## config.mk

```make
export PLATFORM = sky130hd
export DESIGN_NAME = decode_pipe
export DESIGN_NICKNAME = d
export VERILOG_FILES = /design/src/rtl/decode_pipe.sv
export SDC_FILE = /design/constraint.sdc
export NUM_CORES = 1
export LEC_CHECK = 0
export CAP_MARGIN = 40
export CORE_ASPECT_RATIO = 2
export CORE_MARGIN = 1
export CORE_UTILIZATION = 50
export CTS_CLUSTER_DIAMETER = 80
export DETAILED_ROUTE_END_ITERATION = 7
export PLACE_DENSITY = 0.77
export SLEW_MARGIN = 10
export SYNTH_ARGS = -nofsm -noshare
export SYNTH_HDL_FRONTEND = slang
export SYNTH_SLANG_ARGS = --single-unit
```

## constraint.sdc

```tcl
create_clock -name clk -period 2 [get_ports clk]
set_input_delay 0.3 -clock clk [delete_from_list [all_inputs] [get_ports clk]]
set_output_delay 0.3 -clock clk [all_outputs]
set_load 0.01 [all_outputs]
```

## src/rtl/decode_pipe.sv

```systemverilog
// Decode stage: register file, per-register pending-write scoreboard and a one-entry registered output slot.
// Optional same-cycle writeback forwarding is compiled in when DECODE_BYPASS_EN is defined.
module decode_pipe #(
  parameter  int WIDTH = 16,
  parameter  int NREG  = 8,
  localparam int AW    = $clog2(NREG)
) (
  input  logic             clk,
  input  logic             rst,
  input  logic             in_valid,
  output logic             in_ready,
  input  logic [15:0]      instr,
  input  logic [WIDTH-1:0] pc_2,
  input  logic             use_rs,
  input  logic             use_rt,
  input  logic             reg_we,
  input  logic             sign_ext,
  input  logic             imm5,
  input  logic             is_jal,
  input  logic [1:0]       dst_mode,
  input  logic             wb_en,
  input  logic [AW-1:0]    wb_sel,
  input  logic [WIDTH-1:0] wb_data,
  input  logic             flush,
  output logic             out_valid,
  input  logic             out_ready,
  output logic [WIDTH-1:0] out_rd1,
  output logic [WIDTH-1:0] out_rd2,
  output logic [WIDTH-1:0] out_immd,
  output logic [WIDTH-1:0] out_pc_2,
  output logic [AW-1:0]    out_dst,
  output logic             out_we,
  output logic             out_jal
);

  typedef struct packed {
    logic [WIDTH-1:0] rd1;
    logic [WIDTH-1:0] rd2;
    logic [WIDTH-1:0] immd;
    logic [WIDTH-1:0] pc_2;
    logic [AW-1:0]    dst;
    logic             we;
    logic             jal;
  } out_t;

  logic [WIDTH-1:0] rf_q [NREG];
  logic [NREG-1:0]  pend_q, pend_d, pend_vis;
  logic [NREG-1:0]  wb_mask, set_mask;
  logic [AW-1:0]    rs, rt, rd, dst;
  logic [WIDTH-1:0] rd1, rd2, immd;
  logic             hazard, slot_free, accept;
  out_t             out_q, out_d;
  logic             out_valid_q, out_valid_d;
  logic             unused_instr_bits;

  assign rs = instr[8 +: AW];
  assign rt = instr[5 +: AW];
  assign rd = instr[2 +: AW];
  assign unused_instr_bits = ^instr[15:11];

  // NOTE: every variable driven in always_comb gets a default first, so no path leaves it unassigned and no latch is inferred.
  always_comb begin
    wb_mask = '0;
    if (wb_en) wb_mask[wb_sel] = 1'b1;
  end

  always_comb begin
    case (dst_mode)
      2'd0:    dst = rd;
      2'd1:    dst = rt;
      2'd2:    dst = rs;
      default: dst = AW'(NREG - 1);
    endcase
  end

`ifdef DECODE_BYPASS_EN
  // A writeback landing this cycle both supplies the operand and retires the pending write.
  assign pend_vis = pend_q & ~wb_mask;
  assign rd1      = (wb_en && wb_sel == rs) ? wb_data : rf_q[rs];
  assign rd2      = (wb_en && wb_sel == rt) ? wb_data : rf_q[rt];
`else
  assign pend_vis = pend_q;
  assign rd1      = rf_q[rs];
  assign rd2      = rf_q[rt];
`endif

  assign hazard    = (use_rs & pend_vis[rs]) | (use_rt & pend_vis[rt]);
  assign slot_free = ~out_valid_q | out_ready;
  assign in_ready  = slot_free & ~hazard & ~flush & ~rst;
  assign accept    = in_valid & in_ready;

  always_comb begin
    if (imm5) immd = {{(WIDTH-5){sign_ext & instr[4]}}, instr[4:0]};
    else      immd = {{(WIDTH-8){sign_ext & instr[7]}}, instr[7:0]};
  end

  // The set mask is applied after the clear, so a new writer wins over a retiring one.
  always_comb begin
    set_mask = '0;
    if (accept && reg_we) set_mask[dst] = 1'b1;
    pend_d = flush ? '0 : ((pend_q & ~wb_mask) | set_mask);
  end

  always_comb begin
    out_d       = out_q;
    out_valid_d = out_valid_q;
    if (flush) begin
      out_valid_d = 1'b0;
    end else if (accept) begin
      out_d.rd1   = rd1;
      out_d.rd2   = rd2;
      out_d.immd  = immd;
      out_d.pc_2  = pc_2;
      out_d.dst   = dst;
      out_d.we    = reg_we;
      out_d.jal   = is_jal;
      out_valid_d = 1'b1;
    end else if (out_ready) begin
      out_valid_d = 1'b0;
    end
  end

  // NOTE: state is updated with non-blocking assignments so every register samples pre-edge values.
  always_ff @(posedge clk) begin
    if (rst) begin
      pend_q      <= '0;
      out_valid_q <= 1'b0;
      out_q       <= '0;
      // NOTE: the register file is reset too, because software may read any register before writing it.
      for (int i = 0; i < NREG; i++) rf_q[i] <= '0;
    end else begin
      pend_q      <= pend_d;
      out_valid_q <= out_valid_d;
      out_q       <= out_d;
      if (wb_en) rf_q[wb_sel] <= wb_data;
    end
  end

  assign out_valid = out_valid_q;
  assign out_rd1   = out_q.rd1;
  assign out_rd2   = out_q.rd2;
  assign out_immd  = out_q.immd;
  assign out_pc_2  = out_q.pc_2;
  assign out_dst   = out_q.dst;
  assign out_we    = out_q.we;
  assign out_jal   = out_q.jal;

endmodule

```

# After elaboration in Yosys (flattened, before gate mapping)
# Memories as Yosys holds them, arrays and structs flattened. A register that Yosys moved wholly into a read port is not among the register bits.
# Index checks and enable logic that the tools add are counted.
# totals
wordCells,63
ramBits,128
regBits,46
memories,1
# op_classes
n_lt_le_gt_ge,6
mux,22
reduce_logical,8
eq_ne,2
n_bitwise,17
# mem_list
memory,words,width,rd,rd_ports_with_merged_regs,wr,line,source
rf_q,8,16,2,2,8,46,logic [WIDTH-1:0] rf_q [NREG];
# ops
cell,count
two-way mux 16 bit,2
"less-than comparator 3 x 4 -> 1 bit, second input constant",4
two-way mux 8 bit,2
OR reduction 16 bit,1
two-way mux 1 bit,12
case mux 3 bit (3 select lines),1
bitwise AND 1 bit,8
bitwise AND 8 bit,1
NOT 8 bit,1
bitwise OR 8 bit,1
binary-select mux 1 bit (select 3 bit),2
demux 1 bit (select 3 bit),2
"greater-or-equal comparator 3 x 1 -> 1 bit, second input constant",2
NOT 1 bit,4
logical AND 1 bit,3
two-way mux 3 bit,1
"== test 2 x 1 -> 1 bit, second input constant",1
"== test 2 bit, second input constant",1
logical NOT 2 bit,1
bitwise OR 1 bit,2
AND reduction 2 bit,1
nonzero test 2 bit,1
OR reduction 2 bit,1

# Logic depth before layout (Yosys ltp)
# Gate-level depths: netlist (run 1).
# depth
ltp_word,12
ltp_mapped,7
depth_no_buf,4

# Worst setup path before layout (run 1)
# No wires, ideal clock.
# synth_path
path_kind,input to register
from,input port instr[8]
to,"register out_q, in the netlist out_immd[0]"
setup_slack_ns,0.042
n_path_buf,3
arrival_ns,1.837
cell_stages,7
required_ns,1.879
path_cell_list,buf_2 mux4_2 nor2_1 o211ai_1 buf_6 buf_6 mux2_4
# synth_via
elab_chain_len,10
# synth_lines
item,line,source
"start, declared",12,"input logic [15:0] instr,"
binary-select mux 1 bit (select 3 bit),87,assign hazard = (use_rs & pend_vis[rs]) | (use_rt & pend_vis[rt]);
two-way mux 1 bit (not written as such),87,
bitwise AND 1 bit,87,
bitwise OR 1 bit,87,
NOT 1 bit,89,assign in_ready = slot_free & ~hazard & ~flush & ~rst;
bitwise AND 1 bit (3 in series),89,
bitwise AND 1 bit,90,assign accept = in_valid & in_ready;
AND reduction 2 bit (no source line),n/a,
"end signal, assigned",134,out_q <= out_d;
"end, declared",52,"out_t out_q, out_d;"
# No other way between the ends. The select of a mux whose other input is x is not followed.
# A chain may end at the register's enable or synchronous reset.

# Worst setup path in the final report (run 1)
# layout_path
from,register pend_q[4]
to,"register out_q, in the netlist out_pc_2[1]"
# layout_via
elab_chain_len,10
word_cells_on_any_way,13
classes_between,mux (4); bitwise (8); reduce/logical (1)
# layout_lines
item,line,source
"start, declared",47,"logic [NREG-1:0] pend_q, pend_d, pend_vis;"
"start signal, assigned",132,pend_q <= pend_d;
binary-select mux 1 bit (select 3 bit),87,
two-way mux 1 bit (not written as such),87,
bitwise AND 1 bit,87,
bitwise OR 1 bit *,87,
NOT 1 bit *,89,
bitwise AND 1 bit * (3 in series),89,
bitwise AND 1 bit *,90,
AND reduction 2 bit (no source line) *,n/a,
# Mark *: on every way between the ends. The rest lies on a longest branch, timed or not. The select of a mux whose other input is x is not followed.

==> flow_summary.toml, run 1 <==
[detailed_routing]
first_pass_iters = 5
drtIter0Drc = 482
drc = 0
antenna_left = 0
routed_via_density = 5.79
drt-total-wl_mm = 26.4
via_count = 6519
wl_per_cell_um = 23.5

[finish]
finalNetCount = 918
fin_area_mm2 = 0.0128
syn_to_final_growth_pct = 30.0
fin_cells = 1125
drive_gt1_share_pct = 25.6
postLayoutCoreUtil_pct = 66.2
n_antenna_cell = 0

[logic_synthesis]
synth_edf_count = 128
yosysWarnings = 0
synth_seq_cells = 199
synthCells = 682
synth_nets = 747
async_reset_ff_share_pct = 0
ys_seq_area_share_pct = 53.7
synth.avg_cell_area_um2 = 14.4
synthFlopType = "edfxtp_1"
syn_area_mm2 = 0.00981
ys_types = 37

[clock_network]
numCtsBuffers = 17
h-tree-depth = 4
clock_path_buffers = 2
clock_latency_ns = 0.44
root_buffer = "clkbuf_16"
clock-sinks = 199
cts_tree = "yes"
ctsHoldBuffers = 0
clk_pin_slew_ns = 0.08

[floorplanning]
dieArea_mm2 = 0.0202
die_y_um = 200
pin_count = 136
die_w_um = 101
core_area_mm2 = 0.0193
rows = 72
start_util_pct = 50.9

[sta]
finalCritPeriodShare_pct = 107
rsz0062_at_grt = "yes"
slew_headroom_pct = 64.0
max_freq_ghz = 0.468
fin_ws_ns = -0.139
hold_viol_final = 0
drv_slew = 0
setup_viol = 48
min_period_ns = 2.14
worst_pin_slew_ns = 0.540
fin_setup_tns_ns = -3.72
hold_slack_ns = 0.219
skew_ns = 0.00827

[worst_setup_path]
critPathArrivalTime_ns = 2.47
rrSetupSlack_ns = -0.14
r2r_start = "pend_q[4]$_SDFF_PP0_"
criticalPathCategory = "flop to flop"
required_ns = 2.33
critical_path.max_fanout = 8
r2r_cells = 7
end_kind = "flop"
start_kind = "flop"
timing.rr.end = "out_pc_2[1]$_SDFFE_PP0P_"

[power]
power.leakage_nw = 4.95
totalPowerFinal_mw = 9.80
peakVddDrop_v = 0.000566
powerDensity_mw_per_mm2 = 768

[hold_path]
hold-path-cell-count = 3
holdCritStartpoint = "rst"
hold_path_end = "out_valid$_SDFFE_PP0P_"
hold_path.class = "input port to flop"

[outcome]
status = "complete, but fails checks"
violations = "setup timing"

[placement]
gp_congestion = 0.861
port_buffers = 130
dp_slack_ns = -0.491
dpl.cell_count = 1077
post_dp_cell_area_mm2 = 0.0118
hpwl_mm = 17.3

[global_route]
grt.total_usage_pct = 27.0
grt_pass1_wl_mm = 39.4
grt-ovfl-total = 0
antenna_found_initial = 0
grt_max_degree = 57
grt_pass1_vias = 7096

[run]
cap_violations = 0
## placed cells by master (no fill, tap or decap), types with 7 or more instances in the layout
cell | synthesis | layout
dfxtp_1 | 71 | 67
nand2b_1 | 47 | 47
nand2_1 | 9 | 9
buf_12 | 0 | 20
o211ai_1 | 7 | 7
edfxtp_1 | 128 | 128
mux2i_1 | 70 | 70
mux4_2 | 67 | 67
buf_4 | 9 | 42
mux2_4 | 21 | 21
nor2_1 | 10 | 10
clkbuf_16 | 0 | 18
mux2_2 | 8 | 8
nor2b_1 | 26 | 26
inv_6 | 0 | 8
and2_1 | 129 | 129
clkdlybuf4s50_1 | 0 | 126
## power breakdown
part | total (mW) | switching [mW] | internal [mW]
Combinational | 1.39 | 0.614 | 0.774
Sequential | 4.76 | 0.133 | 4.62
Clock | 3.65 | 1.61 | 2.04
Total | 9.80 | 2.36 | 7.44
## Yosys cell counts (2+ instances only)
master    number  area, µm²
o21bai_1       6       45.0
o22ai_1        2       12.5
nor2_1        10       37.5
and3_1         2       12.5
nand3_1        2       10.0
nor2b_1       26        163
a21oi_1        3       15.0
dfxtp_1       71       1420
o31ai_1        4       30.0
mux4_2        67       1510
and2_1       129        807
nand2b_1      47        294
mux2_2         8       90.1
buf_2         10       50.1
nor3_1         2       10.0
buf_4          9       67.6
o211ai_1       7       52.6
edfxtp_1     128       3840
nand2_1        9       33.8
buf_6          5       56.3
o41ai_1        4       35.0
o22a_1         2       17.5
clkbuf_1      26       97.6
mux2i_1       70        701
mux2_4        21        315
## routing by layer
| metal | vias up | routed length [µm] | track usage [%] |
|---|---|---|---|
| li1 | 2881 | - | - |
| met1 | 3237 | 8730 | 27.7 |
| met2 | 317 | 14600 | 49.1 |
| met3 | 84 | 1710 | 5.93 |
| met4 | 0 | 1300 | 15.5 |
| met5 | - | 0 | 0 |
## critical path, stage by stage, from the launching register on
cell       delay [ns]
dfxtp_1          0.35
mux4_2           0.50
a22oi_2          0.20
buf_4            0.15
o211ai_1         0.13
buf_4            0.22
clkbuf_16        0.18
mux2_4           0.29
## cell type report
type                       count  area [µm²]
sequential                   199        5270
tap                          259         324
clock inverter                14         184
clock buffer                  18         439
fill                        1366        6530
inverter                       1        3.75
multi-input combinational    431        4350
timing repair buffer         203        2190
## flip-flops by register name (all words and copies together) (netlist names), 3 cells and up
register / count
out_dst: 3
out_immd: 9
out_pc_2: 16
out_rd1: 16
out_rd2: 16
pend_q: 8
rf_q: 128
## worst max path at each step
stage | to | start | cells past startpoint
floorplan | out_immd[0]$_SDFFE_PP0P_ | instr[8] | 7
finish | out_pc_2[1]$_SDFFE_PP0P_ | pend_q[4]$_SDFF_PP0_ | 7
CTS | in_ready | pend_q[5]$_SDFF_PP0_ | 5
detailed placement | in_ready | instr[10] | 6
global placement | in_ready | instr[7] | 6
global route | out_pc_2[4]$_SDFFE_PP0P_ | pend_q[5]$_SDFF_PP0_ | 7
## what timing repair did
item | 4_1_cts | 5_1_grt
buffers inserted | 7 | 6
resized for setup | 25 | 14
pin swaps | 3 | 3
endpoints found under the setup margin | 22 | 71
cloned | 6 | 1
## cells by family (layout without fill, tap and decap cells)
logic type | count (synthesis) | in the layout | synth area share [%]
flops | 199 | 199 | 53.7
mux | 166 | 166 | 26.7
simple gates | 230 | 230 | 14.2
buf+inv | 52 | 236 | 2.84
compound gates | 35 | 35 | 2.69
(Power assumes the default switching activity.)
==> run 2, diff against run 1 <==
CTS_BUF_LIST = sky130_fd_sc_hd__clkbuf_16   (was not set)
==> flow_summary.toml, run 2 (synthesis gave the netlist of run 1 again) <==
[placement]
post_dp_cell_area_mm2 = 0.0118
port_buffers = 130
gp_congestion = 0.861
hpwl_mm = 17.3

[sta]
rsz0062_at_grt = "yes"
drv_slew = 0
finalCritPeriodShare_pct = 107
slew_headroom_pct = 64.5
fin_ws_ns = -0.143
skew_ns = 0.00874
fin_setup_tns_ns = -3.93
worst_pin_slew_ns = 0.533
setup_viol = 49
max_freq_ghz = 0.467
hold_viol_final = 0
min_period_ns = 2.14

[finish]
final_cell_mix = "129 x and2_1, 128 x edfxtp_1, 126 x clkdlybuf4s50_1, 70 x mux2i_1"
largest-register = "rf_q"
drive_gt1_share_pct = 25.4
fillers = 1372
layout_commonest_cell = "and2_1"
fin_area_mm2 = 0.0127
n_antenna_cell = 0
finalNetCount = 918
postLayoutCoreUtil_pct = 66.1
largest_reg_flops = 128
syn_to_final_growth_pct = 29.8

[outcome]
status = "complete, but fails checks"
violations = "setup timing"

[power]
clkPwrFrac_pct = 37.0
seq_power_share_pct = 48.8
powerDensity_mw_per_mm2 = 766
totalPowerFinal_mw = 9.75
power.switching_mw = 2.36
power.leakage_nw = 4.95
peakVddDrop_v = 0.000779
swShare_pct = 24.2
p_comb_share_pct = 14.2
internal_power_mw = 7.40

[clock_network]
numCtsBuffers = 17
cts_tree = "yes"
clock_path_buffers = 2
root_buffer = "clkbuf_16"
clock_latency_ns = 0.44
clock-sinks = 199
clk_pin_slew_ns = 0.08
h-tree-depth = 4

[floorplanning]
core_area_mm2 = 0.0193
rows = 72
die_w_um = 101
start_util_pct = 50.9
pin_count = 136
die_y_um = 200
dieArea_mm2 = 0.0202

[worst_setup_path]
end_kind = "flop"
critical_path.max_fanout = 8
required_ns = 2.33
criticalPathCategory = "flop to flop"
path_delay_family = "multiplexers"
crit_top_cell = "buf_4"
cpPeakStageDelay_ns = 0.50
crit_chain = "mux4_2, a22oi_2, buf_4, o211ai_1, buf_4, clkbuf_16, mux2_4"
path_buf_inv = 3
start_kind = "flop"
critPathArrivalTime_ns = 2.47
cp_slowest_cell = "mux4_2"

[global_route]
grt_pass1_wl_mm = 39.3
use_met3_pct = 6.11
grt-ovfl-total = 0
busiest_layer = "met2"
antenna_found_initial = 0
grt.total_usage_pct = 27.0
grt_max_degree = 57
met1_usage_pct = 27.4
gr-usage-met2_pct = 49.0
grt_pass1_vias = 7071

[detailed_routing]
routed_via_density = 5.83
drt-total-wl_mm = 26.4
drtIter0Drc = 480
antenna_left = 0
via_count = 6554
wl_per_cell_um = 23.5
first_pass_iters = 5
drc = 0

[hold_path]
hold_path.class = "input port to flop"

[run]
cap_violations = 0
==> run 2: changes by cell type in the layout (fill, tap and decap cells not counted), sizes merged <==
cell	delta
buf	-1
clkinv	+1
==> run 2: tightest hold or removal path: cells and delay by family <==
family | cells | cell delay (ns)
and+or+nand+nor | 1 | 0.08
AOI/OAI and AO/OA | 1 | 0.13
buffers and inverters | 1 | 0.10
==> run 2: layout make-up <==
cell class	instances	area, µm²	share of cell area (%)
sequential	199	5270	41.4
tap	259	324	2.54
timing repair buffer	203	2180	17.2
inverter	1	3.75	0.0295
clock buffer	17	425	3.34
multi-input combinational	431	4340	34.1
clock inverter	15	188	1.47
==> run 2: worst paths after layout <==
kind | from | end | slack, ns | cells past startpoint
min | rst | out_valid$_SDFFE_PP0P_ | 0.22 | 3
min reg2reg | out_rd1[7]$_SDFFE_PP0P_ | out_rd1[7]$_SDFFE_PP0P_ | 0.48 | 2
max reg2reg | pend_q[4]$_SDFF_PP0_ | out_pc_2[1]$_SDFFE_PP0P_ | -0.14 | 7
max | pend_q[4]$_SDFF_PP0_ | out_pc_2[1]$_SDFFE_PP0P_ | -0.14 | 7
==> run 2: routing by layer <==
metal,routed length [µm],vias up
li1,-,2876
met1,8810,3278
met2,14500,312
met3,1710,88
met4,1390,0
met5,0,-
==> run 2: per-stage QoR <==
| stage | setup slack (ns) | hold WS (ns) | std cells |
|---|---|---|---|
| global route | -0.189 | 0.208 | 1125 |
| floorplan | 0.0419 | 0.439 | 682 |
| CTS | -0.144 | 0.189 | 1118 |
| global placement | -0.423 | 0.459 | 1077 |
| finish | -0.143 | 0.216 | 1125 |
| detailed placement | -0.491 | 0.469 | 1077 |
==> run 2: power by group through the flow <==
stage | registers [mW] | clock network (mW) | logic [mW]
3_3_place_gp | 4.81 | 0 | 1.30
5_1_grt | 4.78 | 3.82 | 1.46
4_1_cts | 4.75 | 3.65 | 1.37
3_5_place_dp | 4.84 | 0 | 1.33
2_1_floorplan | 4.84 | 0 | 0.683
6_report | 4.76 | 3.61 | 1.39
==> run 2: what timing repair did <==
| item | in CTS | in global routing |
|---|---|---|
| resized for setup | 24 | 13 |
| pin swaps | 3 | 3 |
| setup endpoints to repair | 21 | 71 |
| setup buffers | 7 | 6 |
| hold buffers | 0 | 0 |
| cloned | 5 | 2 |
